===== config.mk =====
export PLATFORM = sky130hd
export DESIGN_NAME = fetch_unit
export DESIGN_NICKNAME = d
export VERILOG_FILES = /design/src/rtl/fetch_pkg.sv /design/src/rtl/fetch_queue.sv /design/src/rtl/fetch_unit.sv
export SDC_FILE = /design/constraint.sdc
export NUM_CORES = 1
export LEC_CHECK = 0
export CORE_MARGIN = 2
export CORE_UTILIZATION = 48
export CTS_BUF_LIST = sky130_fd_sc_hd__clkbuf_2
export CTS_CLUSTER_SIZE = 14
export DETAILED_ROUTE_END_ITERATION = 12
export HOLD_SLACK_MARGIN = 0.05
export PLACE_DENSITY = 0.75
export SYNTH_ARGS = -nofsm -noshare
export SYNTH_HDL_FRONTEND = slang
export SYNTH_SLANG_ARGS = --single-unit

===== constraint.sdc =====
create_clock -name clk -period 5.6 [get_ports clk]
set_input_delay 0.56 -clock clk [delete_from_list [all_inputs] [get_ports clk]]
set_output_delay 0.56 -clock clk [all_outputs]
set_load 0.02 [all_outputs]

===== src/rtl/fetch_pkg.sv =====
// Shared types and widths for the instruction fetch stage.
//   XLEN           : address / instruction width
//   INSTR_BYTES    : bytes per instruction word (PC increment)
//   fetch_state_t  : fetch FSM states (REQ, WAIT, DROP)
//   fetch_entry_t  : queue payload {pc, instr}
package fetch_pkg;

    localparam int unsigned XLEN        = 32;
    localparam int unsigned INSTR_BYTES = 4;
    localparam int unsigned ENTRY_W     = 2 * XLEN;

    typedef enum logic [1:0] {
        REQ  = 2'd0,
        WAIT = 2'd1,
        DROP = 2'd2
    } fetch_state_t;

    typedef struct packed {
        logic [XLEN-1:0] pc;
        logic [XLEN-1:0] instr;
    } fetch_entry_t;

endpackage


===== src/rtl/fetch_queue.sv =====
// Small synchronous FIFO holding fetched {pc, instr} entries.
// Ports:
//   clk, reset   : clock, synchronous active-high reset
//   flush        : empty the queue (pointers and count to zero)
//   push, data   : write an entry (caller guarantees space)
//   pop          : drop the head entry (caller guarantees non-empty)
//   count        : number of valid entries
//   head         : entry at the read pointer, straight from storage
module fetch_queue
    import fetch_pkg::*;
#(
    parameter int unsigned DEPTH = 2
) (
    input  logic                 clk,
    input  logic                 reset,
    input  logic                 flush,
    input  logic                 push,
    input  fetch_entry_t         data,
    input  logic                 pop,
    output logic [$clog2(DEPTH):0] count,
    output fetch_entry_t         head
);

    localparam int unsigned PTR_W = (DEPTH > 1) ? $clog2(DEPTH) : 1;
    localparam int unsigned CNT_W = $clog2(DEPTH) + 1;

    logic [PTR_W-1:0] rd_ptr;
    logic [PTR_W-1:0] wr_ptr;
    fetch_entry_t     mem [DEPTH];

    // Pointers wrap naturally because DEPTH is a power of two.
    always_ff @(posedge clk) begin
        if (reset) begin
            rd_ptr <= '0;
            wr_ptr <= '0;
            count  <= '0;
            for (int i = 0; i < int'(DEPTH); i++) begin
                mem[i] <= '0;
            end
        end else if (flush) begin
            rd_ptr <= '0;
            wr_ptr <= '0;
            count  <= '0;
        end else begin
            if (push) begin
                mem[wr_ptr] <= data;
                wr_ptr      <= wr_ptr + PTR_W'(1);
            end
            if (pop) begin
                rd_ptr <= rd_ptr + PTR_W'(1);
            end
            if (push && !pop) begin
                count <= count + CNT_W'(1);
            end else if (pop && !push) begin
                count <= count - CNT_W'(1);
            end
        end
    end

    assign head = mem[rd_ptr];

endmodule


===== src/rtl/fetch_unit.sv =====
// Instruction fetch stage: owns the PC, issues one word read at a time to
// instruction memory, queues returned words with their PCs for the datapath,
// and restarts on redirect while discarding responses from the old stream.
// Ports:
//   clk, reset                       : clock, synchronous active-high reset
//   imem_req/imem_addr/imem_gnt      : request handshake to instruction memory
//   imem_rvalid/imem_rdata           : response from instruction memory
//   redirect/redirect_pc             : taken branch/jump restart
//   instr_valid/instr/instr_pc       : queue head toward the datapath
//   instr_ready                      : datapath consumes the head
module fetch_unit
    import fetch_pkg::*;
#(
    parameter logic [31:0] RESET_PC    = 32'h0000_0000,
    parameter int unsigned QUEUE_DEPTH = 2
) (
    input  logic            clk,
    input  logic            reset,
    output logic            imem_req,
    output logic [XLEN-1:0] imem_addr,
    input  logic            imem_gnt,
    input  logic            imem_rvalid,
    input  logic [XLEN-1:0] imem_rdata,
    input  logic            redirect,
    input  logic [XLEN-1:0] redirect_pc,
    output logic            instr_valid,
    output logic [XLEN-1:0] instr,
    output logic [XLEN-1:0] instr_pc,
    input  logic            instr_ready
);

    localparam int unsigned CNT_W = $clog2(QUEUE_DEPTH) + 1;

    fetch_state_t    state;
    fetch_state_t    next_state;
    logic [XLEN-1:0] pc;
    logic [XLEN-1:0] tag;
    logic [CNT_W-1:0] count;
    logic            space;
    logic            fire;
    logic            push;
    logic            pop;
    fetch_entry_t    push_data;
    fetch_entry_t    head;

    assign space = (count < CNT_W'(QUEUE_DEPTH));

    // State register.
    always_ff @(posedge clk) begin
        if (reset) begin
            state <= REQ;
        end else begin
            state <= next_state;
        end
    end

    // Next state, request and push decode; redirect overrides the rest.
    always_comb begin
        next_state = state;
        imem_req   = 1'b0;
        fire       = 1'b0;
        push       = 1'b0;
        case (state)
            REQ: begin
                imem_req = space & ~reset;
                fire     = imem_req & imem_gnt;
                if (fire) begin
                    next_state = WAIT;
                end
            end
            WAIT: begin
                if (imem_rvalid) begin
                    push       = 1'b1;
                    next_state = REQ;
                end
            end
            DROP: begin
                if (imem_rvalid) begin
                    next_state = REQ;
                end
            end
            default: begin
                next_state = REQ;
            end
        endcase
        if (redirect) begin
            push = 1'b0;
            // A granted request still owes a response; it must be swallowed.
            if ((state == REQ && fire) || (state == WAIT && !imem_rvalid)) begin
                next_state = DROP;
            end
        end
    end

    // Fetch PC and the address tag of the outstanding request.
    always_ff @(posedge clk) begin
        if (reset) begin
            pc  <= RESET_PC;
            tag <= '0;
        end else begin
            if (redirect) begin
                pc <= {redirect_pc[XLEN-1:2], 2'b00};
            end else if (fire) begin
                pc <= pc + XLEN'(INSTR_BYTES);
            end
            if (fire) begin
                tag <= pc;
            end
        end
    end

    assign imem_addr   = pc;
    assign instr_valid = (count != '0);
    assign pop         = instr_valid & instr_ready & ~redirect;
    assign push_data   = '{pc: tag, instr: imem_rdata};

    fetch_queue #(
        .DEPTH (QUEUE_DEPTH)
    ) u_queue (
        .clk   (clk),
        .reset (reset),
        .flush (redirect),
        .push  (push),
        .data  (push_data),
        .pop   (pop),
        .count (count),
        .head  (head)
    );

    assign instr    = head.instr;
    assign instr_pc = head.pc;

endmodule


### Word level (Yosys, flattened, before mapping)

Memory sizes are Yosys's and may differ from the RTL's. A register that Yosys moved wholly into a read port is not among the register bits.
Cells that the tools add are included.

| word-level totals | value |
|---|---|
| bits in registers | 70 |
| bits in writable memories | 128 |
| logic and storage cells | 62 |
| memories | 1 |

Memory list:

| memory | depth | bits a word | read ports | clocked after Yosys merged registers in | wr ports | line | text |
|---|---|---|---|---|---|---|---|
| u_queue.mem | 2 | 64 | 1 | 1 | 2 | fetch_queue.sv:29 | `fetch_entry_t mem [DEPTH];` |

| cells by class | value |
|---|---|
| add/subtract/negate cells | 5 |
| magnitude comparators | 1 |
| eq/ne operators | 2 |
| muxes and demuxes | 25 |
| bitwise gates (word level) | 6 |
| reductions and logical operators | 15 |

Operator list:

| kind | count |
|---|---|
| two-way mux 32 bit | 2 |
| two-way mux 64 bit | 1 |
| OR reduction 64 bit | 1 |
| adder 32 x 3 -> 32 bit (second input constant) | 1 |
| two-way mux 1 bit | 15 |
| two-way mux 2 bit | 6 |
| nonzero test 2 bit | 3 |
| AND 1 bit | 4 |
| logical AND 1 bit | 4 |
| case mux 2 bit (2 select lines) | 1 |
| OR reduction 2 bit | 2 |
| zero test 1 bit | 3 |
| adder 1 bit (second input constant) | 2 |
| adder 2 x 1 -> 2 bit (second input constant) | 1 |
| == test 2 x 1 -> 1 bit (second input constant) | 1 |
| == test 2 bit (second input constant) | 1 |
| zero test 2 bit | 1 |
| < comparator 2 bit (second input constant) | 1 |
| inverter 1 bit | 2 |
| subtractor 2 x 1 -> 2 bit (second input constant) | 1 |
| logical OR 1 bit | 1 |

### Logic depth before layout (Yosys ltp)

| logic depth | value |
|---|---|
| word-level depth | 9 |
| gate-level depth with buffers | 11 |
| depth with buffers taken out | 9 |

### Modules after synthesis

From an unflattened synthesis, not the netlist that was laid out.

| second synthesis, totals | value |
|---|---|
| cell total of the unflattened synthesis | 768 |
| area total of the unflattened synthesis | 8916.1 µm² |

Modules (own cells, without submodules):

| module | times used | cells an instance | area each (µm²) | sequential area each (µm²) |
|---|---|---|---|---|
| fetch_queue | 1 | 380 | 5879.4 | 3943.8 |
| fetch_unit | 1 | 388 | 3036.7 | 1241.2 |

### Worst setup path before layout

Ideal clock, no wire load.

| timing path | value |
|---|---|
| path kind | in2reg |
| start | input port redirect |
| end | memory u_queue.mem[0][0] (netlist bit) (enable) |
| data arrival time | 5.254 ns |
| required time | 5.032 ns |
| slack | -0.222 ns |
| stages on the path | 4 |
| path buffers | 1 |
| cell sequence | clkbuf_1 -> inv_1 -> nand3_1 -> o21ai_0 |

RTL lines:

| element | line | text |
|---|---|---|
| start, declared | fetch_unit.sv:24 | `input logic redirect,` |
| end, declared | fetch_queue.sv:29 |  |

==> impl_metrics.ini <==
[outcome]
outcome = complete, no violations

[sta]
rsz0062_at_grt = false
tightestPinTransition_ns = 0.987
totalNegativeSetupSlack_ns = 0
finalSetupViolCount = 0
max_freq_ghz = 0.270
whs_ns = 0.304
maxSlewHeadroom_pct = 34.0
fin_worst_skew_ns = 0.0309
timing_hold_violations_final = 0
finalMaxSlewViolations = 0
finalWorstPathRequiredPeriod_ns = 3.71
final.period_utilization_pct = 66.3

[worst_hold_path]
min_from = reset
hold_path_end = imem_addr[27]
hold_path_depth = 4
hold_path_class = in2reg

[synth]
sequential_area_share_after_synthesis_pct = 59.2
yosys.area.top_type = edfxtp_1
syn-cell-area_sq_um = 8550
yosys.area.top_type_share_pct = 43.5
synth-seq-cells = 191
ys_top_cells_by_area = edfxtp_1, dfxtp_1, and2_1
synth.yosys.warnings = 0
asyncSetResetFlopFracSynth_pct = 0
synth.avg_cell_area_sq_um = 11.6
edff_count_synth = 124
netlist_instances = 736
yosys.cell_types.count = 51
postSynth.topFlopCell = edfxtp_1

[grt]
grt_overflow_total = 0
grt_first_pass_wirelength_mm = 27.7
grt_use_total_pct = 19.1
antenna_found_initial = 0
vias_in_the_first_global_route = 5494
pin_count_of_the_biggest_net_entering_global_routing = 67

[clock_tree]
hold_buffers = 0
worst_setup_hold_path_clk_slew_ns = 0.26
total_clock_buffers_created_by_cts = 17
post_cts.repair.setup_buffers = 0
tritoncts = done
cts_max_level = 4
cts_max_path_buffers = 2
worst_skew_pair.late_latency_ns = 0.74
post_cts_resized = 0
cts_sinks = 191
ctsRootBufferMaster = clkbuf_2

[power_and_ir_drop]
vdd.ir_drop.worst_v = 0.000129
finalPower_mw = 2.62
leakagePower_nw = 3.78
power.density_nw_per_um2 = 248

[drt]
remaining_drc_errors = 0
routed_vias = 5872
drt_iter0_markers = 360
detail_route.vias_per_cell = 5.27
wire_per_inst_microns = 16.1
finalWirelength_mm = 17.9
detail_route.first_pass.iterations = 5
route.antenna.remaining_nets = 0

[job]
cap_viol_max_count = 0

[die]
die_w_microns = 137
core.rowCount = 48
vertical_extent_of_the_die_microns = 137
core_region_area_sq_um = 17400
boundaryPins = 168
fp.dieArea_sq_um = 18900
start_util_pct = 49.3

[worst_setup_path]
timing.critical_path.max_delay_family = buffers and inverters
critical-path-slowest-cell = dfxtp_2
worst_r2r_path_depth = 7
regToRegSetupSlack_ns = 2.74
end_kind = output pin
crit-reg2reg-capture = u_queue.mem[1][2]
worstSetupPathDepth = 3
critPathLaunchType = flip-flop
arrival_ns = 3.15
critical-path-max-stage-delay_ns = 0.99
critPathMaxFanout = 37
critPathKind = reg2out
crit_path_cell_trace = buf_4 -> mux2_2 -> clkdlybuf4s50_1
worstPathRequired_ns = 5.04
r2r_start = state[0]
worstPathBufferInverterCount = 2

[layout]
layout.nets = 951
area_growth_syn_to_layout_pct = 23.5
drive_gt1_share_pct = 13.6
diodes = 0

[placement]
dpl.hpwl_mm = 11.5
place_congestion = 0.854
io_buffer_count = 161
-- layout make-up --
cell class                 count  area [sq um]
clock buffer                  19          95.1
clock inverter                13           161
fill                        1482          6790
inverter                       9          33.8
multi-input combinational    487          3250
sequential                   191          5070
tap                          225           282
timing repair buffer         170          1670
-- report_power, final --
group	internal, mW	switching [mW]
Sequential	1.56	0.0401
Clock	0.255	0.458
Combinational	0.151	0.158
Total	1.96	0.657
-- registers in the layout, summed over array words and instances, names as in the netlist, named ones only --
name            cells
imem_addr          30
state               2
tag                30
u_queue.count       2
u_queue.mem       124
u_queue.rd_ptr      1
u_queue.wr_ptr      1
-- placed cells by master (no fill, tap or decap), types with 9 or more instances in the layout --
| cell | Yosys | final |
|---|---|---|
| inv_1 | 9 | 9 |
| edfxtp_1 | 124 | 124 |
| dfxtp_1 | 67 | 66 |
| a211oi_1 | 14 | 14 |
| nor2_1 | 34 | 34 |
| xor2_1 | 11 | 11 |
| a21oi_1 | 31 | 31 |
| mux2_2 | 62 | 62 |
| a311oi_1 | 12 | 12 |
| clkbuf_2 | 0 | 19 |
| clkdlybuf4s50_1 | 0 | 160 |
| o21ai_0 | 10 | 9 |
| nand3_1 | 13 | 13 |
| buf_4 | 5 | 9 |
| and2_1 | 126 | 126 |
| nand2_1 | 75 | 75 |
-- per-layer routing --
metal / share of wire (%) / global-route usage (%) / vias to the layer above
met4: 1.7 / 6.82 / 0
met2: 48 / 31.2 / 196
li1: - / - / 2901
met5: 0 / 0 / -
met1: 44 / 24.9 / 2754
met3: 7.0 / 4.67 / 21
-- stage by stage --
| step | instances | setup WS (ns) | util (%) | area [sq um] |
|---|---|---|---|---|
| global placement | 1082 | 2.08 | 59.4 | 10300 |
| detailed placement | 1082 | 2.06 | 59.4 | 10300 |
| global route | 1114 | 1.63 | 60.9 | 10600 |
| CTS | 1114 | 1.72 | 60.9 | 10600 |
| finish | 1114 | 1.89 | 60.9 | 10600 |
| floorplan | 739 | 1.45 | - | 8560 |
-- kinds of logic (layout without fill, tap and decap cells) --
family	count (synthesis)	count (layout)	synth area share, %
DFF	191	191	59.2
muxes	62	62	8.16
AOI/OAI and AO/OA	85	85	6.63
and+or+nand+nor	318	318	20.8
buffers and inverters	61	211	3.09
other	1	4	0.0438
adders and majority gates	5	5	0.732
xor gates and xnor gates	13	13	1.33
-- worst register-to-register path, delay by kind of cell, from the launching register on --
kind	cells	cell delay (ns)
buffers and inverters	3	1.22
and+or+nand+nor	3	0.57
DFF	1	0.46
adders and majority gates	1	0.21
-- cells in the mapped netlist (3+ instances only) --
cell type	number
mux2_2	62
nand2_1	75
edfxtp_1	124
or4_1	8
nor4_1	6
inv_1	9
buf_1	4
a211oi_1	14
xor2_1	11
ha_1	5
nor2_1	34
nand4_1	7
a21oi_1	31
and4_1	3
and3_1	7
dfxtp_1	67
buf_4	5
or2_2	3
a311oi_1	12
nor3_1	8
nor2b_1	4
o211ai_1	3
o21ai_0	10
o31ai_1	7
and2_1	126
nand3_1	13
or3_1	7
clkbuf_1	40
-- worst max-delay path by stage --
stage	to	slack, ns	start
2_1_floorplan	u_queue.mem[0][0]	1.45	redirect
3_3_place_gp	u_queue.mem[1][8]	2.08	redirect
3_5_place_dp	u_queue.mem[1][1]	2.06	redirect
4_1_cts	instr_pc[20]	1.72	flip-flop
5_1_grt	instr[9]	1.63	flip-flop
6_report	instr_pc[18]	1.89	flip-flop
(Power assumes the default switching activity.)
